<file path="config.mk">
export PLATFORM = sky130hd
export DESIGN_NAME = timer_bank_flat
export DESIGN_NICKNAME = d
export VERILOG_FILES = /design/src/rtl/timer_bank_pkg.sv /design/src/rtl/timer_bank_if.sv /design/src/rtl/timer_bank_channel.sv /design/src/rtl/timer_bank.sv /design/src/flat_wrapper.sv
export SDC_FILE = /design/constraint.sdc
export NUM_CORES = 1
export LEC_CHECK = 0
export CAP_MARGIN = 10
export CORE_MARGIN = 2
export CORE_UTILIZATION = 62
export DETAILED_ROUTE_END_ITERATION = 12
export PLACE_DENSITY = 0.88
export REMOVE_ABC_BUFFERS = 1
export SLEW_MARGIN = 15
export SYNTH_ARGS = -nofsm -noshare
export SYNTH_HDL_FRONTEND = slang
export SYNTH_HIERARCHICAL = 1
export SYNTH_SLANG_ARGS = --single-unit
export TNS_END_PERCENT = 30
</file>
<file path="constraint.sdc">
create_clock -name cpu_clk -period 2.9 [get_ports cpu_clk]
set_input_delay 0.58 -clock cpu_clk [delete_from_list [all_inputs] [get_ports cpu_clk]]
set_output_delay 0.58 -clock cpu_clk [all_outputs]
set_load 0.03 [all_outputs]
</file>
<file path="src/rtl/timer_bank_pkg.sv">
// Shared register map constants and helpers for the timer_bank block.
package timer_bank_pkg;

  localparam int unsigned CH_STRIDE = 16;

  localparam int unsigned TCON_EN   = 0;
  localparam int unsigned TCON_IE   = 1;
  localparam int unsigned TCON_FLAG = 2;
  localparam int unsigned TCON_MODE = 3;

  typedef enum logic [1:0] {
    REG_TH    = 2'd0,
    REG_TL    = 2'd1,
    REG_TCON  = 2'd2,
    REG_PRESC = 2'd3
  } reg_sel_e;

  function automatic logic [31:0] tcon_word(input logic en, input logic ie,
                                            input logic flag, input logic mode);
    logic [31:0] w;
    w            = '0;
    w[TCON_EN]   = en;
    w[TCON_IE]   = ie;
    w[TCON_FLAG] = flag;
    w[TCON_MODE] = mode;
    return w;
  endfunction

endpackage

</file>
<file path="src/rtl/timer_bank_if.sv">
// CPU data-bus view of the timer bank: strobes, address, data and window hit.
interface timer_bank_if;
  logic        rd;
  logic        wr;
  logic [31:0] addr;
  logic [31:0] wdata;
  logic [31:0] rdata;
  logic        hit;

  modport master (output rd, wr, addr, wdata, input rdata, hit);
  modport slave  (input rd, wr, addr, wdata, output rdata, hit);
endinterface

</file>
<file path="src/rtl/timer_bank_channel.sv">
// One timer channel: reload/count registers, control bits, prescaler and overflow flag.
module timer_bank_channel
  import timer_bank_pkg::*;
#(
  parameter int unsigned CNT_W   = 32,
  parameter int unsigned PRESC_W = 8
) (
  input  logic               cpu_clk,
  input  logic               reset,
  input  logic               th_we,
  input  logic               tl_we,
  input  logic               tcon_we,
  input  logic               presc_we,
  input  logic               flag_clr,
  input  logic [31:0]        wdata,
  output logic [CNT_W-1:0]   th,
  output logic [CNT_W-1:0]   tl,
  output logic [PRESC_W-1:0] presc,
  output logic               en,
  output logic               ie,
  output logic               flag,
  output logic               mode,
  output logic               irq
);

  logic [PRESC_W-1:0] pcnt;
  logic               tick;
  logic               ovf;

  assign tick = en && (pcnt == presc);
  // A TL write in the same cycle suppresses the overflow entirely (no reload, no flag).
  assign ovf  = tick && (&tl) && !tl_we;
  assign irq  = flag & ie;

  // Prescale counter: runs 0..PRESC while enabled, restarts on tick or PRESC write.
  always_ff @(posedge cpu_clk or negedge reset) begin
    if (!reset)        pcnt <= '0;
    else if (presc_we) pcnt <= '0;
    else if (tick)     pcnt <= '0;
    else if (en)       pcnt <= pcnt + PRESC_W'(1);
  end

  // Reload and prescale registers are plain CPU-loaded values.
  always_ff @(posedge cpu_clk or negedge reset) begin
    if (!reset) begin
      th    <= '0;
      presc <= '0;
    end else begin
      if (th_we)    th    <= wdata[CNT_W-1:0];
      if (presc_we) presc <= wdata[PRESC_W-1:0];
    end
  end

  // Count register: CPU write beats the timer, overflow reloads from the old TH.
  always_ff @(posedge cpu_clk or negedge reset) begin
    if (!reset)     tl <= '0;
    else if (tl_we) tl <= wdata[CNT_W-1:0];
    else if (ovf)   tl <= th;
    else if (tick)  tl <= tl + CNT_W'(1);
  end

  // Control bits: write loads EN/IE/MODE; one-shot overflow drops EN.
  always_ff @(posedge cpu_clk or negedge reset) begin
    if (!reset) begin
      en   <= 1'b0;
      ie   <= 1'b0;
      mode <= 1'b0;
    end else if (tcon_we) begin
      en   <= wdata[TCON_EN];
      ie   <= wdata[TCON_IE];
      mode <= wdata[TCON_MODE];
    end else if (ovf && mode) begin
      en   <= 1'b0;
    end
  end

  // Overflow flag: a set in the same cycle as a clear keeps the flag high.
  always_ff @(posedge cpu_clk or negedge reset) begin
    if (!reset)        flag <= 1'b0;
    else if (ovf)      flag <= 1'b1;
    else if (flag_clr) flag <= 1'b0;
  end

endmodule

</file>
<file path="src/rtl/timer_bank.sv">
// N-channel memory-mapped timer bank: address decode, read mux, status word, irq reduction.
module timer_bank
  import timer_bank_pkg::*;
#(
  parameter int unsigned N_TIMERS  = 4,
  parameter int unsigned CNT_W     = 32,
  parameter int unsigned PRESC_W   = 8,
  parameter logic [31:0] BASE_ADDR = 32'h4000_0100
) (
  input  logic                cpu_clk,
  input  logic                reset,
  timer_bank_if.slave         bus,
  output logic [N_TIMERS-1:0] irq,
  output logic                irqout
);

  localparam logic [31:0] WIN_BYTES = 32'(CH_STRIDE * N_TIMERS + 4);
  localparam logic [27:0] STAT_IDX  = 28'(N_TIMERS);

  logic [31:0]        off;
  logic               in_win;
  logic               aligned;
  logic [27:0]        blk;
  reg_sel_e           rsel;
  logic               stat_sel;
  logic               stat_we;
  logic [31:0]        rdata_c;

  logic [CNT_W-1:0]   th    [N_TIMERS];
  logic [CNT_W-1:0]   tl    [N_TIMERS];
  logic [PRESC_W-1:0] presc [N_TIMERS];
  logic [N_TIMERS-1:0] en, ie, flag, mode;

  assign off      = bus.addr - BASE_ADDR;
  assign in_win   = (bus.addr >= BASE_ADDR) && (off < WIN_BYTES);
  assign aligned  = in_win && (off[1:0] == 2'b00);
  assign blk      = off[31:4];
  assign rsel     = reg_sel_e'(off[3:2]);
  assign stat_sel = aligned && (blk == STAT_IDX) && (off[3:2] == 2'b00);
  assign stat_we  = bus.wr && stat_sel;
  assign bus.hit  = in_win;

  for (genvar g = 0; g < N_TIMERS; g++) begin : g_ch
    logic ch_sel;
    logic th_we, tl_we, tcon_we, presc_we, flag_clr;

    assign ch_sel   = aligned && (blk == 28'(g));
    assign th_we    = bus.wr && ch_sel && (rsel == REG_TH);
    assign tl_we    = bus.wr && ch_sel && (rsel == REG_TL);
    assign tcon_we  = bus.wr && ch_sel && (rsel == REG_TCON);
    assign presc_we = bus.wr && ch_sel && (rsel == REG_PRESC);
    assign flag_clr = (tcon_we && bus.wdata[TCON_FLAG]) || (stat_we && bus.wdata[g]);

    timer_bank_channel #(
      .CNT_W   (CNT_W),
      .PRESC_W (PRESC_W)
    ) u_ch (
      .cpu_clk  (cpu_clk),
      .reset    (reset),
      .th_we    (th_we),
      .tl_we    (tl_we),
      .tcon_we  (tcon_we),
      .presc_we (presc_we),
      .flag_clr (flag_clr),
      .wdata    (bus.wdata),
      .th       (th[g]),
      .tl       (tl[g]),
      .presc    (presc[g]),
      .en       (en[g]),
      .ie       (ie[g]),
      .flag     (flag[g]),
      .mode     (mode[g]),
      .irq      (irq[g])
    );
  end

  // Read mux: only aligned, mapped words return data; everything else reads zero.
  always_comb begin
    rdata_c = '0;
    if (bus.rd && aligned) begin
      if (stat_sel) rdata_c = 32'(flag);
      for (int i = 0; i < N_TIMERS; i++) begin
        if (blk == 28'(i)) begin
          case (rsel)
            REG_TH:    rdata_c = 32'(th[i]);
            REG_TL:    rdata_c = 32'(tl[i]);
            REG_TCON:  rdata_c = tcon_word(en[i], ie[i], flag[i], mode[i]);
            REG_PRESC: rdata_c = 32'(presc[i]);
            default:   rdata_c = '0;
          endcase
        end
      end
    end
  end

  assign bus.rdata = rdata_c;
  assign irqout    = |irq;

endmodule

</file>
<file path="src/flat_wrapper.sv">
// flat-port wrapper written by rule: the top's interface ports become plain ports
module timer_bank_flat import timer_bank_pkg::*;
#(
  parameter int unsigned N_TIMERS  = 4,
  parameter int unsigned CNT_W     = 32,
  parameter int unsigned PRESC_W   = 8,
  parameter logic [31:0] BASE_ADDR = 32'h4000_0100
)
  (cpu_clk, reset, irq, irqout, bus_rd, bus_wr, bus_addr, bus_wdata, bus_rdata, bus_hit);
  timer_bank_if bus_i ();
  input  logic cpu_clk;
  input  logic reset;
  output logic [N_TIMERS-1:0] irq;
  output logic irqout;
  input wire logic [$bits(bus_i.rd)-1:0] bus_rd;
  input wire logic [$bits(bus_i.wr)-1:0] bus_wr;
  input wire logic [$bits(bus_i.addr)-1:0] bus_addr;
  input wire logic [$bits(bus_i.wdata)-1:0] bus_wdata;
  output wire logic [$bits(bus_i.rdata)-1:0] bus_rdata;
  output wire logic [$bits(bus_i.hit)-1:0] bus_hit;
  assign bus_i.rd = bus_rd;
  assign bus_i.wr = bus_wr;
  assign bus_i.addr = bus_addr;
  assign bus_i.wdata = bus_wdata;
  assign bus_rdata = bus_i.rdata;
  assign bus_hit = bus_i.hit;
  timer_bank #(.N_TIMERS(N_TIMERS), .CNT_W(CNT_W), .PRESC_W(PRESC_W), .BASE_ADDR(BASE_ADDR)) u_core (.cpu_clk(cpu_clk), .reset(reset), .bus(bus_i), .irq(irq), .irqout(irqout));
endmodule
</file>
==> flow_summary.toml <==
[run_status]
status = "finished with violations"
violations = "setup timing"

[floorplan]
core_sq_um = 34600
dieWidth_um = 192
die-height_um = 192
start_util_pct = 63.2
ioPinCount = 106
rows = 68
dieArea_sq_um = 36800

[route]
viasPerCell = 7.40
ant_nets = 0
wl_per_cell_um = 26.9
totalWireLength_mm = 76.3
firstDrtPassIters = 7
vias = 21000
initialDrtViolationCount = 3095
drc = 0

[synthesis]
synthSimpleGateAreaFrac_pct = 20.1
synth_edf_count = 0
ys_warn_count = 6
synth_xor_area_share_pct = 4.16
synth_top_area_share_pct = 38.4
ys_dominant_reg_cell = "dfrtp_1"
ys_types = 70
avgSynthCellArea_sq_um = 9.98
synth_compound_area_share_pct = 14.8
synthArstFlopShare_pct = 100
synth_top_family_by_area = "simple AND/OR/NAND/NOR gates"
yosys.area.top_type = "dfrtp_1"
synthMuxAreaShare_pct = 16.8
seq_area_frac_synth_pct = 38.4
syn_inst = 2194
synth_fa_ha_area_share_pct = 0.457
ys_top_cells_by_area = "dfrtp_1, mux2_2, mux2i_1"
ys_ff_latch = 336
syn_area_sq_um = 21900

[clock_network]
cts_buffers = 39
cts_hold_buffers = 0
cts_root_buf = "clkbuf_16"
cts_max_level = 2
path_clk_slew_ps = 60
clk_latency_ps = 530
ctsLongestPathBuffers = 3
cts_tree = "done"
cts.sinks = 336

[timing]
fmax_ghz = 0.312
timing.final.crit_share_pct = 110
setup-tns-final_ps = -5160
rsz0062_at_grt = "yes"
slew_headroom_pct = 36.1
slew_viol_final = 0
worstMarginPinSlew_ps = 955
setup_viol = 35
setup_ws_ps = -301
whs_ps = 11.1
hold_viol = 0
final.min_clock_period_ps = 3200
fin_worst_skew_ps = 10.1

[power]
p_sw_share_pct = 23.5
p_comb_share_pct = 6.8
p_seq_share_pct = 44.2
p_leak_nw = 11.3
intPower_mw = 8.12
ir_drop_mv = 0.386
clkPwrFrac_pct = 49.1
p_switching_mw = 2.50
power_mw = 10.6
powerDensity_nw_per_um2 = 403

[place]
port_buffers = 105
gp_congestion = 0.972
post-dp-hpwl_mm = 49.3

[critical_path]
crit_fanout = 8
crit_chain = "buf_8, or4_4, buf_4, a211oi_4, nand4_4, buf_12, buf_12, nor2_4, buf_6"
end_kind = "output port"
cpPeakStageDelay_ps = 550
cp_slowest_cell = "or4_4"
cp.required_ps = 2320
arrival_ps = 2620
path_class = "in -> out"
start_kind = "input pin"
path_common_cell = "buf_12"

[worst_hold_path]
hp-class = "in -> async"

[finish]
fill_cells = 2076
drive_gt1_share_pct = 27.5
nNetsFinal = 2422
postLayoutCoreUtil_pct = 76.1
area_delta_synth_final_pct = 20.3

[global_route]
grt_pass1_vias = 20400
grt.overflow.total = 0
grt_pass1_wl_mm = 115
grt.total_usage_pct = 40.3
grt_max_degree = 74
grt_antenna_before_repair = 3

[flow_run]
maxCapViolCount = 0
## layout make-up
| type | count | area (sq um) | area share (%) |
|---|---|---|---|
| Timing Repair Buffer | 292 | 2940 | 11.2 |
| Multi-Input combinational cell | 1632 | 12900 | 49.0 |
| Tap cell | 455 | 569 | 2.16 |
| Clock buffer | 54 | 1170 | 4.46 |
| Inverter | 45 | 169 | 0.641 |
| Clock inverter | 15 | 175 | 0.665 |
| Antenna cell | 2 | 5.00 | 0.0190 |
| Sequential cell | 336 | 8410 | 31.9 |
## Yosys cell counts, drive strengths merged, types with 4 or more instances
library cell  count
mux2i            92
a31oi            24
nand3            73
o21ai            24
nand3b            5
o41ai             8
o21ba             4
a41oi             4
nor2            108
o22ai            28
xor2             48
or4               6
o21a             16
nand4            62
and3             39
o2111ai           4
o311a             4
a311oi            4
and4             41
a22o              4
xnor2            56
nor2b            36
nand4b            4
o221ai           48
nor4             52
nand2           206
a21oi            39
nor3             95
o31a             24
a221oi           27
o31ai            72
ha                8
buf              74
and2             17
a22oi            36
nand2b           19
a21o              4
mux4             17
a211oi           25
o211ai            8
clkbuf          107
dfrtp           336
a2111oi          20
mux2            210
inv              45
## repair_timing
item,4_1_cts,5_1_grt
buffers inserted,7,4
gates cloned,2,1
pin swaps,21,24
resized for setup,126,58
endpoints found under the setup margin,34,110
## sequential cells by signal, summed over array words and instances, names as in the netlist
signal and cells:
u_core/g_ch.u_ch/ie 4, u_core/g_ch.u_ch/flag 4, u_core/g_ch.u_ch/presc 32, u_core/g_ch.u_ch/en 4, u_core/g_ch.u_ch/pcnt 32, u_core/g_ch.u_ch/th 128, u_core/g_ch.u_ch/mode 4, u_core/g_ch.u_ch/tl 128
## worst max-delay path: cells and delay by family
kind / cells / cell delay [ps]
buffers and inverters: 5 / 820
AO/OA/AOI/OAI: 1 / 250
AND/OR/NAND/NOR: 3 / 950
## per-stage QoR
step	worst slack, ps	cell area, sq um	cells
floorplan	-3690	20900	2013
global placement	-477	24200	2747
detailed placement	-543	24200	2747
CTS	-165	26000	2824
global route	-310	26300	2829
finish	-301	26300	2831
## path summary, 6_finish.rpt
check                      slack, ps                           to                         from  cells after the start
max in group asynchronous       2040   u_core/g_ch[1].u_ch/th[19]                        reset                      2
setup reg to reg                 170   u_core/g_ch[3].u_ch/tl[17]  u_core/g_ch[3].u_ch/pcnt[1]                      6
hold / removal                    10  u_core/g_ch[2].u_ch/pcnt[5]                        reset                      1
setup / recovery                -300                bus_rdata[28]                  bus_addr[3]                      9
hold reg to reg                  530   u_core/g_ch[2].u_ch/th[21]   u_core/g_ch[2].u_ch/th[21]                      1
min in group cpu_clk             530   u_core/g_ch[2].u_ch/th[21]   u_core/g_ch[2].u_ch/th[21]                      1
## per-layer routing
metal / global-route usage (%) / vias up / share of wire [%]
li1: - / 8610 / -
met1: 53.0 / 10100 / 36
met2: 63.0 / 1798 / 45
met3: 7.91 / 483 / 12
met4: 21.6 / 0 / 6.4
met5: 0 / - / 0
## power by group through the flow
stage	Clock [mW]	Sequential [mW]	Combinational [mW]
final	5.21	4.69	0.717
after global routing	5.42	4.69	0.737
after CTS	5.21	4.69	0.658
after detailed placement	0	4.77	0.642
after global placement	0	4.77	0.632
after floorplan	0	4.78	0.152
## cells by family (layout without fill, tap and decap cells)
family          after synthesis  count (layout)
xor+xnor                    104             104
other cells                   0               2
fa+ha+maj                     8               8
mux                         319             319
buf+inv                     226             406
flops                       336             336
simple gates                771             771
compound gates              430             430
## cell usage in the layout, fill, tap and decap left out, types with 25 or more instances in the layout
cell type / n
dfrtp_1: 336
mux2_2: 210
nand2_1: 206
buf_4: 156
mux2i_1: 91
nor2_1: 83
nor3_1: 71
nand3_1: 68
o31ai_1: 68
xnor2_1: 56
o221ai_1: 48
xor2_1: 48
inv_1: 45
clkbuf_16: 43
clkdlybuf4s50_1: 41
nand4_1: 41
nor4_1: 41
a21oi_1: 38
and4_1: 37
a22oi_1: 36
nor2b_1: 36
and3_1: 34
buf_6: 30
buf_12: 29
o22ai_1: 26
nor2_4: 25
Power figures use the tool's default switching activity.
